**src/rtl/id_stage_pipelined_pkg.sv**
```systemverilog
// arm_pkg: shared decode definitions for the ID stage.
// Contents:
//   - instruction field positions and status flag positions
//   - mode and condition-code enums
//   - data-processing opcodes and the matching EX command codes
//   - ctrl_t, the control bundle that travels down the pipe
//   - decode_ctrl(): mode/opcode/S bit -> control bundle
//   - cond_passed(): condition field + {N,Z,C,V} -> execute/skip
package arm_pkg;

  // Bit positions inside the 32-bit instruction word
  localparam int COND_LSB = 28;
  localparam int MODE_LSB = 26;
  localparam int I_BIT    = 25;
  localparam int OP_LSB   = 21;
  localparam int S_BIT    = 20;
  localparam int RN_LSB   = 16;
  localparam int RD_LSB   = 12;
  localparam int RM_LSB   = 0;

  // Flag positions inside status_reg = {N,Z,C,V}
  localparam int STAT_N = 3;
  localparam int STAT_Z = 2;
  localparam int STAT_C = 1;
  localparam int STAT_V = 0;

  typedef enum logic [1:0] {
    MODE_DP   = 2'b00,
    MODE_MEM  = 2'b01,
    MODE_BR   = 2'b10,
    MODE_RSVD = 2'b11
  } mode_e;

  typedef enum logic [3:0] {
    COND_EQ = 4'h0, COND_NE = 4'h1, COND_CS = 4'h2, COND_CC = 4'h3,
    COND_MI = 4'h4, COND_PL = 4'h5, COND_VS = 4'h6, COND_VC = 4'h7,
    COND_HI = 4'h8, COND_LS = 4'h9, COND_GE = 4'hA, COND_LT = 4'hB,
    COND_GT = 4'hC, COND_LE = 4'hD, COND_AL = 4'hE, COND_NV = 4'hF
  } cond_e;

  // Data-processing opcodes (instruction bits 24:21)
  localparam logic [3:0] OP_AND = 4'b0000;
  localparam logic [3:0] OP_EOR = 4'b0001;
  localparam logic [3:0] OP_SUB = 4'b0010;
  localparam logic [3:0] OP_ADD = 4'b0100;
  localparam logic [3:0] OP_ADC = 4'b0101;
  localparam logic [3:0] OP_SBC = 4'b0110;
  localparam logic [3:0] OP_TST = 4'b1000;
  localparam logic [3:0] OP_CMP = 4'b1010;
  localparam logic [3:0] OP_ORR = 4'b1100;
  localparam logic [3:0] OP_MOV = 4'b1101;
  localparam logic [3:0] OP_MVN = 4'b1111;

  // Commands understood by the EX stage ALU
  localparam logic [3:0] EXE_MOV = 4'b0001;
  localparam logic [3:0] EXE_ADD = 4'b0010;
  localparam logic [3:0] EXE_ADC = 4'b0011;
  localparam logic [3:0] EXE_SUB = 4'b0100;
  localparam logic [3:0] EXE_SBC = 4'b0101;
  localparam logic [3:0] EXE_AND = 4'b0110;
  localparam logic [3:0] EXE_ORR = 4'b0111;
  localparam logic [3:0] EXE_EOR = 4'b1000;
  localparam logic [3:0] EXE_MVN = 4'b1001;

  typedef struct packed {
    logic [3:0] exec_cmd;
    logic       mem_r_en;
    logic       mem_w_en;
    logic       wb_en;
    logic       branch_taken;
    logic       status_reg_en;
  } ctrl_t;

  localparam ctrl_t CTRL_NOP = '0;

  // Anything that is not a recognised instruction decodes to CTRL_NOP,
  // so a garbage word can never write registers or memory.
  function automatic ctrl_t decode_ctrl(input mode_e mode, input logic [3:0] opcode,
                                        input logic s_bit);
    ctrl_t c;
    c = CTRL_NOP;
    case (mode)
      MODE_DP: begin
        c.wb_en         = 1'b1;
        c.status_reg_en = s_bit;
        case (opcode)
          OP_MOV:  c.exec_cmd = EXE_MOV;
          OP_MVN:  c.exec_cmd = EXE_MVN;
          OP_ADD:  c.exec_cmd = EXE_ADD;
          OP_ADC:  c.exec_cmd = EXE_ADC;
          OP_SUB:  c.exec_cmd = EXE_SUB;
          OP_SBC:  c.exec_cmd = EXE_SBC;
          OP_AND:  c.exec_cmd = EXE_AND;
          OP_ORR:  c.exec_cmd = EXE_ORR;
          OP_EOR:  c.exec_cmd = EXE_EOR;
          OP_CMP: begin
            c.exec_cmd = EXE_SUB;
            c.wb_en    = 1'b0;
          end
          OP_TST: begin
            c.exec_cmd = EXE_AND;
            c.wb_en    = 1'b0;
          end
          default: c = CTRL_NOP;
        endcase
      end
      // S selects LDR (1) or STR (0); the address is always base + offset
      MODE_MEM: begin
        c.exec_cmd = EXE_ADD;
        c.mem_r_en = s_bit;
        c.wb_en    = s_bit;
        c.mem_w_en = ~s_bit;
      end
      MODE_BR: c.branch_taken = 1'b1;
      default: c = CTRL_NOP;
    endcase
    return c;
  endfunction

  function automatic logic cond_passed(input logic [3:0] cond, input logic [3:0] status);
    logic n, z, c, v, pass;
    n = status[STAT_N];
    z = status[STAT_Z];
    c = status[STAT_C];
    v = status[STAT_V];
    case (cond_e'(cond))
      COND_EQ: pass = z;
      COND_NE: pass = ~z;
      COND_CS: pass = c;
      COND_CC: pass = ~c;
      COND_MI: pass = n;
      COND_PL: pass = ~n;
      COND_VS: pass = v;
      COND_VC: pass = ~v;
      COND_HI: pass = c & ~z;
      COND_LS: pass = ~c | z;
      COND_GE: pass = (n == v);
      COND_LT: pass = (n != v);
      COND_GT: pass = ~z & (n == v);
      COND_LE: pass = z | (n != v);
      COND_AL: pass = 1'b1;
      default: pass = 1'b0;
    endcase
    return pass;
  endfunction

endpackage

```
**src/rtl/id_stage_pipelined_if.sv**
```systemverilog
// id_stage_pipelined_if: the IF/ID -> ID -> EX datapath bundle.
// Signals:
//   upstream:   in_valid, in_ready, pc_in, instruction
//   downstream: out_valid, out_ready, exec_cmd, mem_r_en, mem_w_en,
//               wb_en_out, branch_taken, status_reg_en, val_r_n, val_r_m,
//               imm, shift_operand, signed_imm_24, dest, pc_out
// Modports:
//   master: the surrounding pipeline (drives upstream, consumes downstream)
//   slave:  the ID stage itself
interface id_stage_pipelined_if #(
  parameter int DATA_W  = 32,
  parameter int ADDR_W  = 32,
  parameter int REG_A_W = 4
);
  logic               in_valid;
  logic               in_ready;
  logic [ADDR_W-1:0]  pc_in;
  logic [31:0]        instruction;
  logic               out_valid;
  logic               out_ready;
  logic [3:0]         exec_cmd;
  logic               mem_r_en;
  logic               mem_w_en;
  logic               wb_en_out;
  logic               branch_taken;
  logic               status_reg_en;
  logic [DATA_W-1:0]  val_r_n;
  logic [DATA_W-1:0]  val_r_m;
  logic               imm;
  logic [11:0]        shift_operand;
  logic [23:0]        signed_imm_24;
  logic [REG_A_W-1:0] dest;
  logic [ADDR_W-1:0]  pc_out;

  modport master (
    output in_valid, pc_in, instruction, out_ready,
    input  in_ready, out_valid, exec_cmd, mem_r_en, mem_w_en, wb_en_out,
           branch_taken, status_reg_en, val_r_n, val_r_m, imm, shift_operand,
           signed_imm_24, dest, pc_out
  );

  modport slave (
    input  in_valid, pc_in, instruction, out_ready,
    output in_ready, out_valid, exec_cmd, mem_r_en, mem_w_en, wb_en_out,
           branch_taken, status_reg_en, val_r_n, val_r_m, imm, shift_operand,
           signed_imm_24, dest, pc_out
  );
endinterface

```
**src/rtl/id_stage_pipelined_reg_file.sv**
```systemverilog
// id_reg_file: NUM_REGS x DATA_W register file, two read ports, one write port.
// Ports:
//   clk, rst               clock, synchronous active-low reset (clears all entries)
//   wr_en/wr_addr/wr_data  write port, takes effect on the rising edge
//   rd_addr_1/rd_data_1    combinational read port 1
//   rd_addr_2/rd_data_2    combinational read port 2
// A read of the address being written in the same cycle returns wr_data.
module id_reg_file #(
  parameter  int DATA_W   = 32,
  parameter  int NUM_REGS = 16,
  localparam int REG_A_W  = $clog2(NUM_REGS)
) (
  input  logic               clk,
  input  logic               rst,
  input  logic               wr_en,
  input  logic [REG_A_W-1:0] wr_addr,
  input  logic [DATA_W-1:0]  wr_data,
  input  logic [REG_A_W-1:0] rd_addr_1,
  output logic [DATA_W-1:0]  rd_data_1,
  input  logic [REG_A_W-1:0] rd_addr_2,
  output logic [DATA_W-1:0]  rd_data_2
);

  logic [DATA_W-1:0] regs [NUM_REGS];

  // Storage: cleared on reset, otherwise written by the WB stage.
  always_ff @(posedge clk) begin
    if (!rst) begin
      for (int i = 0; i < NUM_REGS; i++) regs[i] <= '0;
    end else if (wr_en) begin
      regs[wr_addr] <= wr_data;
    end
  end

  // Bypass lets ID see a result that WB is writing this very cycle.
  assign rd_data_1 = (wr_en && (wr_addr == rd_addr_1)) ? wr_data : regs[rd_addr_1];
  assign rd_data_2 = (wr_en && (wr_addr == rd_addr_2)) ? wr_data : regs[rd_addr_2];

endmodule

```
**src/rtl/id_stage_pipelined.sv**
```systemverilog
// id_stage_pipelined: decode stage with its own ID/EX pipeline register.
// Ports:
//   clk, rst                     clock, synchronous active-low reset
//   bus (slave)                  upstream/downstream handshakes and ID/EX payload
//   status_reg                   {N,Z,C,V} used by the condition check
//   hazard, flush                stall request from the hazard unit, kill from EX
//   wb_en_in, wb_dest, wb_result register-file write port
//   src_1, src_2, two_src        combinational source registers for the hazard unit
module id_stage_pipelined
  import arm_pkg::*;
#(
  parameter  int DATA_W   = 32,
  parameter  int ADDR_W   = 32,
  parameter  int NUM_REGS = 16,
  localparam int REG_A_W  = $clog2(NUM_REGS)
) (
  input  logic               clk,
  input  logic               rst,
  id_stage_pipelined_if.slave bus,
  input  logic [3:0]         status_reg,
  input  logic               hazard,
  input  logic               flush,
  input  logic               wb_en_in,
  input  logic [REG_A_W-1:0] wb_dest,
  input  logic [DATA_W-1:0]  wb_result,
  output logic [REG_A_W-1:0] src_1,
  output logic [REG_A_W-1:0] src_2,
  output logic               two_src
);

  logic              is_str;
  logic              ld;
  ctrl_t             ctrl_dec;
  ctrl_t             ctrl_q;
  ctrl_t             ctrl_out;
  logic              valid_q;
  logic [DATA_W-1:0] rd_data_1, rd_data_2;
  logic [DATA_W-1:0] val_r_n_q, val_r_m_q;
  logic              imm_q;
  logic [11:0]       shift_q;
  logic [23:0]       simm_q;
  logic [REG_A_W-1:0] dest_q;
  logic [ADDR_W-1:0] pc_q;

  // A store reads Rd as the data to write, so it needs Rd on port 2.
  assign is_str  = (bus.instruction[MODE_LSB +: 2] == MODE_MEM) && !bus.instruction[S_BIT];
  assign src_1   = REG_A_W'(bus.instruction[RN_LSB +: 4]);
  assign src_2   = is_str ? REG_A_W'(bus.instruction[RD_LSB +: 4])
                          : REG_A_W'(bus.instruction[RM_LSB +: 4]);
  assign two_src = ~bus.instruction[I_BIT] | is_str;

  // A failed condition keeps the slot but strips its side effects.
  assign ctrl_dec = cond_passed(bus.instruction[COND_LSB +: 4], status_reg)
                  ? decode_ctrl(mode_e'(bus.instruction[MODE_LSB +: 2]),
                                bus.instruction[OP_LSB +: 4], bus.instruction[S_BIT])
                  : CTRL_NOP;

  id_reg_file #(.DATA_W(DATA_W), .NUM_REGS(NUM_REGS)) u_reg_file (
    .clk       (clk),
    .rst       (rst),
    .wr_en     (wb_en_in),
    .wr_addr   (wb_dest),
    .wr_data   (wb_result),
    .rd_addr_1 (src_1),
    .rd_data_1 (rd_data_1),
    .rd_addr_2 (src_2),
    .rd_data_2 (rd_data_2)
  );

  // The ID/EX register may take new contents when it is empty or being drained.
  // During a flush the upstream word is accepted only to be thrown away.
  assign ld           = ~valid_q | bus.out_ready;
  assign bus.in_ready = rst & ld & (~hazard | flush);

  // ID/EX pipeline register. Flush wins even while EX is stalled, because
  // the stalled EX side drops the instruction; a hazard only inserts a
  // bubble when the register is free to change.
  always_ff @(posedge clk) begin
    if (!rst) begin
      valid_q   <= 1'b0;
      ctrl_q    <= CTRL_NOP;
      val_r_n_q <= '0;
      val_r_m_q <= '0;
      imm_q     <= 1'b0;
      shift_q   <= '0;
      simm_q    <= '0;
      dest_q    <= '0;
      pc_q      <= '0;
    end else if (flush) begin
      valid_q <= 1'b0;
    end else if (ld) begin
      if (hazard) begin
        valid_q <= 1'b0;
      end else if (bus.in_valid) begin
        valid_q   <= 1'b1;
        ctrl_q    <= ctrl_dec;
        val_r_n_q <= rd_data_1;
        val_r_m_q <= rd_data_2;
        imm_q     <= bus.instruction[I_BIT];
        shift_q   <= bus.instruction[11:0];
        simm_q    <= bus.instruction[23:0];
        dest_q    <= REG_A_W'(bus.instruction[RD_LSB +: 4]);
        pc_q      <= bus.pc_in;
      end else begin
        valid_q <= 1'b0;
      end
    end
  end

  // Bubbles present all-zero control so EX is safe even if it ignores valid.
  assign ctrl_out          = valid_q ? ctrl_q : CTRL_NOP;
  assign bus.out_valid     = valid_q;
  assign bus.exec_cmd      = ctrl_out.exec_cmd;
  assign bus.mem_r_en      = ctrl_out.mem_r_en;
  assign bus.mem_w_en      = ctrl_out.mem_w_en;
  assign bus.wb_en_out     = ctrl_out.wb_en;
  assign bus.branch_taken  = ctrl_out.branch_taken;
  assign bus.status_reg_en = ctrl_out.status_reg_en;
  assign bus.val_r_n       = val_r_n_q;
  assign bus.val_r_m       = val_r_m_q;
  assign bus.imm           = imm_q;
  assign bus.shift_operand = shift_q;
  assign bus.signed_imm_24 = simm_q;
  assign bus.dest          = dest_q;
  assign bus.pc_out        = pc_q;

endmodule

```
**src/flat_wrapper.sv**
```systemverilog
// flat-port wrapper written by rule: the top's interface ports become plain ports
module id_stage_pipelined_flat import arm_pkg::*;
#(
  parameter  int DATA_W   = 32,
  parameter  int ADDR_W   = 32,
  parameter  int NUM_REGS = 16,
  localparam int REG_A_W  = $clog2(NUM_REGS)
)
  (clk, rst, status_reg, hazard, flush, wb_en_in, wb_dest, wb_result, src_1, src_2, two_src, bus_in_valid, bus_pc_in, bus_instruction, bus_out_ready, bus_in_ready, bus_out_valid, bus_exec_cmd, bus_mem_r_en, bus_mem_w_en, bus_wb_en_out, bus_branch_taken, bus_status_reg_en, bus_val_r_n, bus_val_r_m, bus_imm, bus_shift_operand, bus_signed_imm_24, bus_dest, bus_pc_out);
  id_stage_pipelined_if #(.DATA_W(DATA_W), .ADDR_W(ADDR_W), .REG_A_W((4))) bus_i ();
  input  logic clk;
  input  logic rst;
  input  logic [3:0] status_reg;
  input  logic hazard;
  input  logic flush;
  input  logic wb_en_in;
  input  logic [REG_A_W-1:0] wb_dest;
  input  logic [DATA_W-1:0] wb_result;
  output logic [REG_A_W-1:0] src_1;
  output logic [REG_A_W-1:0] src_2;
  output logic two_src;
  input wire logic [$bits(bus_i.in_valid)-1:0] bus_in_valid;
  input wire logic [$bits(bus_i.pc_in)-1:0] bus_pc_in;
  input wire logic [$bits(bus_i.instruction)-1:0] bus_instruction;
  input wire logic [$bits(bus_i.out_ready)-1:0] bus_out_ready;
  output wire logic [$bits(bus_i.in_ready)-1:0] bus_in_ready;
  output wire logic [$bits(bus_i.out_valid)-1:0] bus_out_valid;
  output wire logic [$bits(bus_i.exec_cmd)-1:0] bus_exec_cmd;
  output wire logic [$bits(bus_i.mem_r_en)-1:0] bus_mem_r_en;
  output wire logic [$bits(bus_i.mem_w_en)-1:0] bus_mem_w_en;
  output wire logic [$bits(bus_i.wb_en_out)-1:0] bus_wb_en_out;
  output wire logic [$bits(bus_i.branch_taken)-1:0] bus_branch_taken;
  output wire logic [$bits(bus_i.status_reg_en)-1:0] bus_status_reg_en;
  output wire logic [$bits(bus_i.val_r_n)-1:0] bus_val_r_n;
  output wire logic [$bits(bus_i.val_r_m)-1:0] bus_val_r_m;
  output wire logic [$bits(bus_i.imm)-1:0] bus_imm;
  output wire logic [$bits(bus_i.shift_operand)-1:0] bus_shift_operand;
  output wire logic [$bits(bus_i.signed_imm_24)-1:0] bus_signed_imm_24;
  output wire logic [$bits(bus_i.dest)-1:0] bus_dest;
  output wire logic [$bits(bus_i.pc_out)-1:0] bus_pc_out;
  assign bus_i.in_valid = bus_in_valid;
  assign bus_i.pc_in = bus_pc_in;
  assign bus_i.instruction = bus_instruction;
  assign bus_i.out_ready = bus_out_ready;
  assign bus_in_ready = bus_i.in_ready;
  assign bus_out_valid = bus_i.out_valid;
  assign bus_exec_cmd = bus_i.exec_cmd;
  assign bus_mem_r_en = bus_i.mem_r_en;
  assign bus_mem_w_en = bus_i.mem_w_en;
  assign bus_wb_en_out = bus_i.wb_en_out;
  assign bus_branch_taken = bus_i.branch_taken;
  assign bus_status_reg_en = bus_i.status_reg_en;
  assign bus_val_r_n = bus_i.val_r_n;
  assign bus_val_r_m = bus_i.val_r_m;
  assign bus_imm = bus_i.imm;
  assign bus_shift_operand = bus_i.shift_operand;
  assign bus_signed_imm_24 = bus_i.signed_imm_24;
  assign bus_dest = bus_i.dest;
  assign bus_pc_out = bus_i.pc_out;
  id_stage_pipelined #(.DATA_W(DATA_W), .ADDR_W(ADDR_W), .NUM_REGS(NUM_REGS)) u_core (.clk(clk), .rst(rst), .bus(bus_i), .status_reg(status_reg), .hazard(hazard), .flush(flush), .wb_en_in(wb_en_in), .wb_dest(wb_dest), .wb_result(wb_result), .src_1(src_1), .src_2(src_2), .two_src(two_src));
endmodule
```
**config.mk**
```make
export PLATFORM = sky130hd
export DESIGN_NAME = id_stage_pipelined_flat
export DESIGN_NICKNAME = d
export VERILOG_FILES = /design/src/rtl/id_stage_pipelined_pkg.sv /design/src/rtl/id_stage_pipelined_if.sv /design/src/rtl/id_stage_pipelined_reg_file.sv /design/src/rtl/id_stage_pipelined.sv /design/src/flat_wrapper.sv
export SDC_FILE = /design/constraint.sdc
export NUM_CORES = 1
export LEC_CHECK = 0
export BUFFER_PORTS_ARGS = -buffer_cell sky130_fd_sc_hd__clkbuf_2
export CAP_MARGIN = 20
export CORE_ASPECT_RATIO = 0.7
export CORE_UTILIZATION = 60
export DETAILED_ROUTE_END_ITERATION = 8
export HOLD_SLACK_MARGIN = 0.03
export PLACE_DENSITY = 0.8
export RECOVER_POWER = 100
export SYNTH_ARGS = -nofsm -noshare
export SYNTH_HDL_FRONTEND = slang
export SYNTH_HIERARCHICAL = 1
export SYNTH_SLANG_ARGS = --single-unit
```
**constraint.sdc**
```tcl
create_clock -name clk -period 5.3 [get_ports clk]
set_input_delay 1.06 -clock clk [delete_from_list [all_inputs] [get_ports clk]]
set_output_delay 1.06 -clock clk [all_outputs]
set_load 0.03 [all_outputs]
```
==> flow_summary.toml <==
[worst_setup_path]
crit_fanout = 32
crit_path_start_kind = "input pin"
cpMostUsedCell = "clkbuf_1"
r2r_slack_ns = 0.98
r2r-end = "u_core/bus.val_r_n[12]$_SDFFE_PN0P_"
slowest_stage = "clkbuf_1"
cp_slowest_stage_delay_ns = 1.11
path_cells = "buf_4 -> nand2_1 -> or3_1 -> nor2_1 -> clkbuf_1 -> clkbuf_1 -> and2_1"
arrival_ns = 4.83
reg2reg_depth = 5
r2r_start = "u_core/bus.out_valid$_SDFFE_PP0N_"
required_ns = 5.79
worst_setup_path_end_kind = "flop"
critical_path_class = "in2reg"

[detailed_routing]
drt-initial-drc-count = 3212
ant_nets = 0
vias_per_cell = 6.84
drc_errors = 0
drt_first_pass_iters = 5
wirelength_mm = 100
avgRoutedWirePerCell_um = 29.9
vias = 23000

[timing]
finalHoldViolCount = 0
tns_ns = 0
min_period_ns = 4.35
max_freq_mhz = 230
worst_slew_pin_slew_ns = 3.08
post-route-period-util_pct = 82.0
finalSetupViolations = 0
rsz0062_at_grt = "no"
finClkSkew_ns = 0.0220
slew_violations = 700
slew_headroom_pct = -105

[global_route]
grt_overflow = 0
grt_pass1_vias = 22700
grt_max_degree = 124
grt_usage_pct = 36.1
grt_first_pass_wirelength_mm = 144
antenna_found_initial = 5

[cts]
cts-root-buf = "clkbuf_16"
ctsResizeCount = 0
cts_tree = "done"
holdBufCountCts = 0
htree_num_levels = 2
cts.clk_slew.worst_paths_ns = 0.06
cts_setup_buffers = 0
numCtsBuffers = 60
cts_num_sinks = 643
cts_buffer_depth = 3
insertion_delay_ns = 0.64

[min_path]
min_to = "u_core/bus.pc_out[8]$_SDFFE_PN0P_"
hp-start = "u_core/bus.pc_out[8]$_SDFFE_PN0P_"
holdPathStages = 2
min_path_type = "reg2reg"

[placement]
gp_congestion = 0.879
dpl.hpwl_mm = 59.7
place_area_mm2 = 0.0350
io_buffer_count = 267
placed_cells = 3243

[floorplan]
core_area_mm2 = 0.0537
ioPinCount = 268
die_height_um = 197
row_count = 71
dieArea_mm2 = 0.0555
die_x_um = 281
start_util_pct = 60.9

[synth]
synth-seq-cells = 643
synth.most_common_cell = "and2_1"
yosys_warnings = 6
ys_types = 47
synth-compound-area-share_pct = 6.42
synth.area.top_cells = "edfxtp_1 (47%), mux4_2 (18%), and2_1 (10%), dfxtp_1 (8.0%), nand2_1 (3.6%)"
netlist_top_cells_count = "and2_1 (522), edfxtp_1 (512), nand2_1 (315)"
synthXorXnorAreaFrac_pct = 0.295
synth_ff_type = "edfxtp_1"
synth_edf_count = 512
post_synth_inst_count = 2413
synth_top_cell_by_area = "edfxtp_1"
yosysSeqAreaShare_pct = 55.0
synth_simple_gate_area_share_pct = 14.8
yosys-mux-area-fraction_pct = 20.2
ys_async_sr_fraction_pct = 0
syn_avg_cell_area_um2 = 13.6
synth_top_family_by_area = "multiplexers"
synth_fa_ha_area_share_pct = 0
yosys.area.top_type_share_pct = 47.0
syn-cell-area_mm2 = 0.0327
syn_nets = 2524

[layout]
ff_latch_area_mm2 = 0.0180
multi_input_area_mm2 = 0.0138
nFillCells = 3741
final_core_util_pct = 67.9
design_area_mm2 = 0.0365
fin_nets = 2687
area_delta_synth_final_pct = 11.6
layoutNonFillerInstCount = 3362
drive_gt1_share_pct = 22.6

[outcome]
status = "finished, violations left"
violations = "max-capacitance violations, max-slew violations"

[flow_run]
max_cap_violations = 29

[pwr]
powerDensity_mw_per_mm2 = 326
p_leak_nw = 12.4
peakVddDrop_v = 0.000324
==> sequential cells by signal, indices dropped and copies added, names as in the netlist <==
signal and count:
u_core/ctrl_q 9, u_core/bus.val_r_m 32, u_core/bus.out_valid 1, u_core/bus.shift_operand 11, u_core/u_reg_file/regs 512, u_core/bus.signed_imm_24 13
u_core/bus.val_r_n 32, u_core/bus.pc_out 32, u_core/bus.imm 1
==> kinds of logic after synthesis <==
kind of cell,after synthesis
XOR/XNOR,11
AND/OR/NAND/NOR,902
AO/OA/AOI/OAI,282
multiplexers,329
flip-flops,643
buffers and inverters,246
==> worst max-delay path, delay by kind of cell <==
| kind | cells | cell delay, ns |
|---|---|---|
| buffers and inverters | 3 | 2.20 |
| AND/OR/NAND/NOR | 4 | 1.56 |
==> routing by layer <==
| layer | global-route usage (%) | up-vias | wire length (µm) |
|---|---|---|---|
| met5 | 0 | - | 13 |
| met4 | 17.9 | 2 | 5300 |
| met3 | 10.9 | 405 | 15100 |
| met2 | 54.8 | 1993 | 45100 |
| met1 | 47.7 | 11300 | 34900 |
| li1 | - | 9261 | - |
==> area by class of cell <==
type                            count  share of cell area [%]
Antenna cell                        5                  0.0343
Clock buffer                       88                    4.92
Clock inverter                     25                   0.713
Inverter                            4                  0.0411
Multi-Input combinational cell   1524                    37.7
Sequential cell                   643                    49.3
Tap cell                          730                    2.50
Timing Repair Buffer              343                    4.74
==> cells in the final DEF, fill, tap and decap left out, types with 3 or more instances in the layout <==
master,synthesis,routed
and2_1,522,236
nand2_1,315,315
mux4_2,258,258
nand2b_1,12,12
clkbuf_2,0,116
nor2b_4,0,4
clkbuf_8,0,12
buf_4,20,27
nor4_1,2,3
o21ai_4,0,4
o21ai_0,17,9
and3_1,3,3
xnor2_1,3,3
clkbuf_1,161,200
a21oi_1,3,3
buf_12,0,12
a22oi_1,124,124
nor3_1,4,4
a22o_1,3,3
nor2_2,0,3
edfxtp_1,512,512
xor2_1,8,8
mux2_2,68,63
diode_2,0,5
a32o_1,6,6
clkinv_2,0,14
o21ai_1,0,4
clkinv_1,0,4
inv_1,4,4
mux2_1,1,4
a21boi_0,121,121
dfxtp_1,131,131
clkbuf_16,0,63
and2_0,2,288
nor2_1,20,15
bufinv_16,0,5
==> power breakdown <==
group	internal (mW)	total [mW]	switching [mW]
combinational	0.640	1.52	0.883
clock	2.58	4.52	1.94
sequential	5.72	5.87	0.153
total	8.94	11.9	2.98
==> worst max path at each step <==
stage | from | end | slack [ns]
2_1_floorplan | rst | u_core/u_reg_file/regs[7][0]$_SDFFCE_PN0P_ | 0.93
3_3_place_gp | bus_instruction[26] | u_core/bus.val_r_m[18]$_SDFFE_PN0P_ | 1.24
3_5_place_dp | bus_instruction[26] | u_core/bus.val_r_m[8]$_SDFFE_PN0P_ | 1.16
4_1_cts | bus_instruction[26] | src_2[1] | 1.53
5_1_grt | u_core/bus.out_valid$_SDFFE_PP0N_ | u_core/bus.val_r_n[12]$_SDFFE_PN0P_ | 0.72
6_report | rst | u_core/u_reg_file/regs[1][13]$_SDFFCE_PN0P_ | 0.95
==> per-stage QoR <==
stage          power, mW  hold slack, ns  setup slack (ns)
2_1_floorplan       6.93           0.434             0.932
3_3_place_gp        7.40           0.449              1.24
3_5_place_dp        7.46           0.452              1.16
4_1_cts             11.9           0.466              1.53
5_1_grt             12.2           0.490             0.722
6_report            11.9           0.466             0.952
Note: power is estimated with default switching activity, not from simulation.
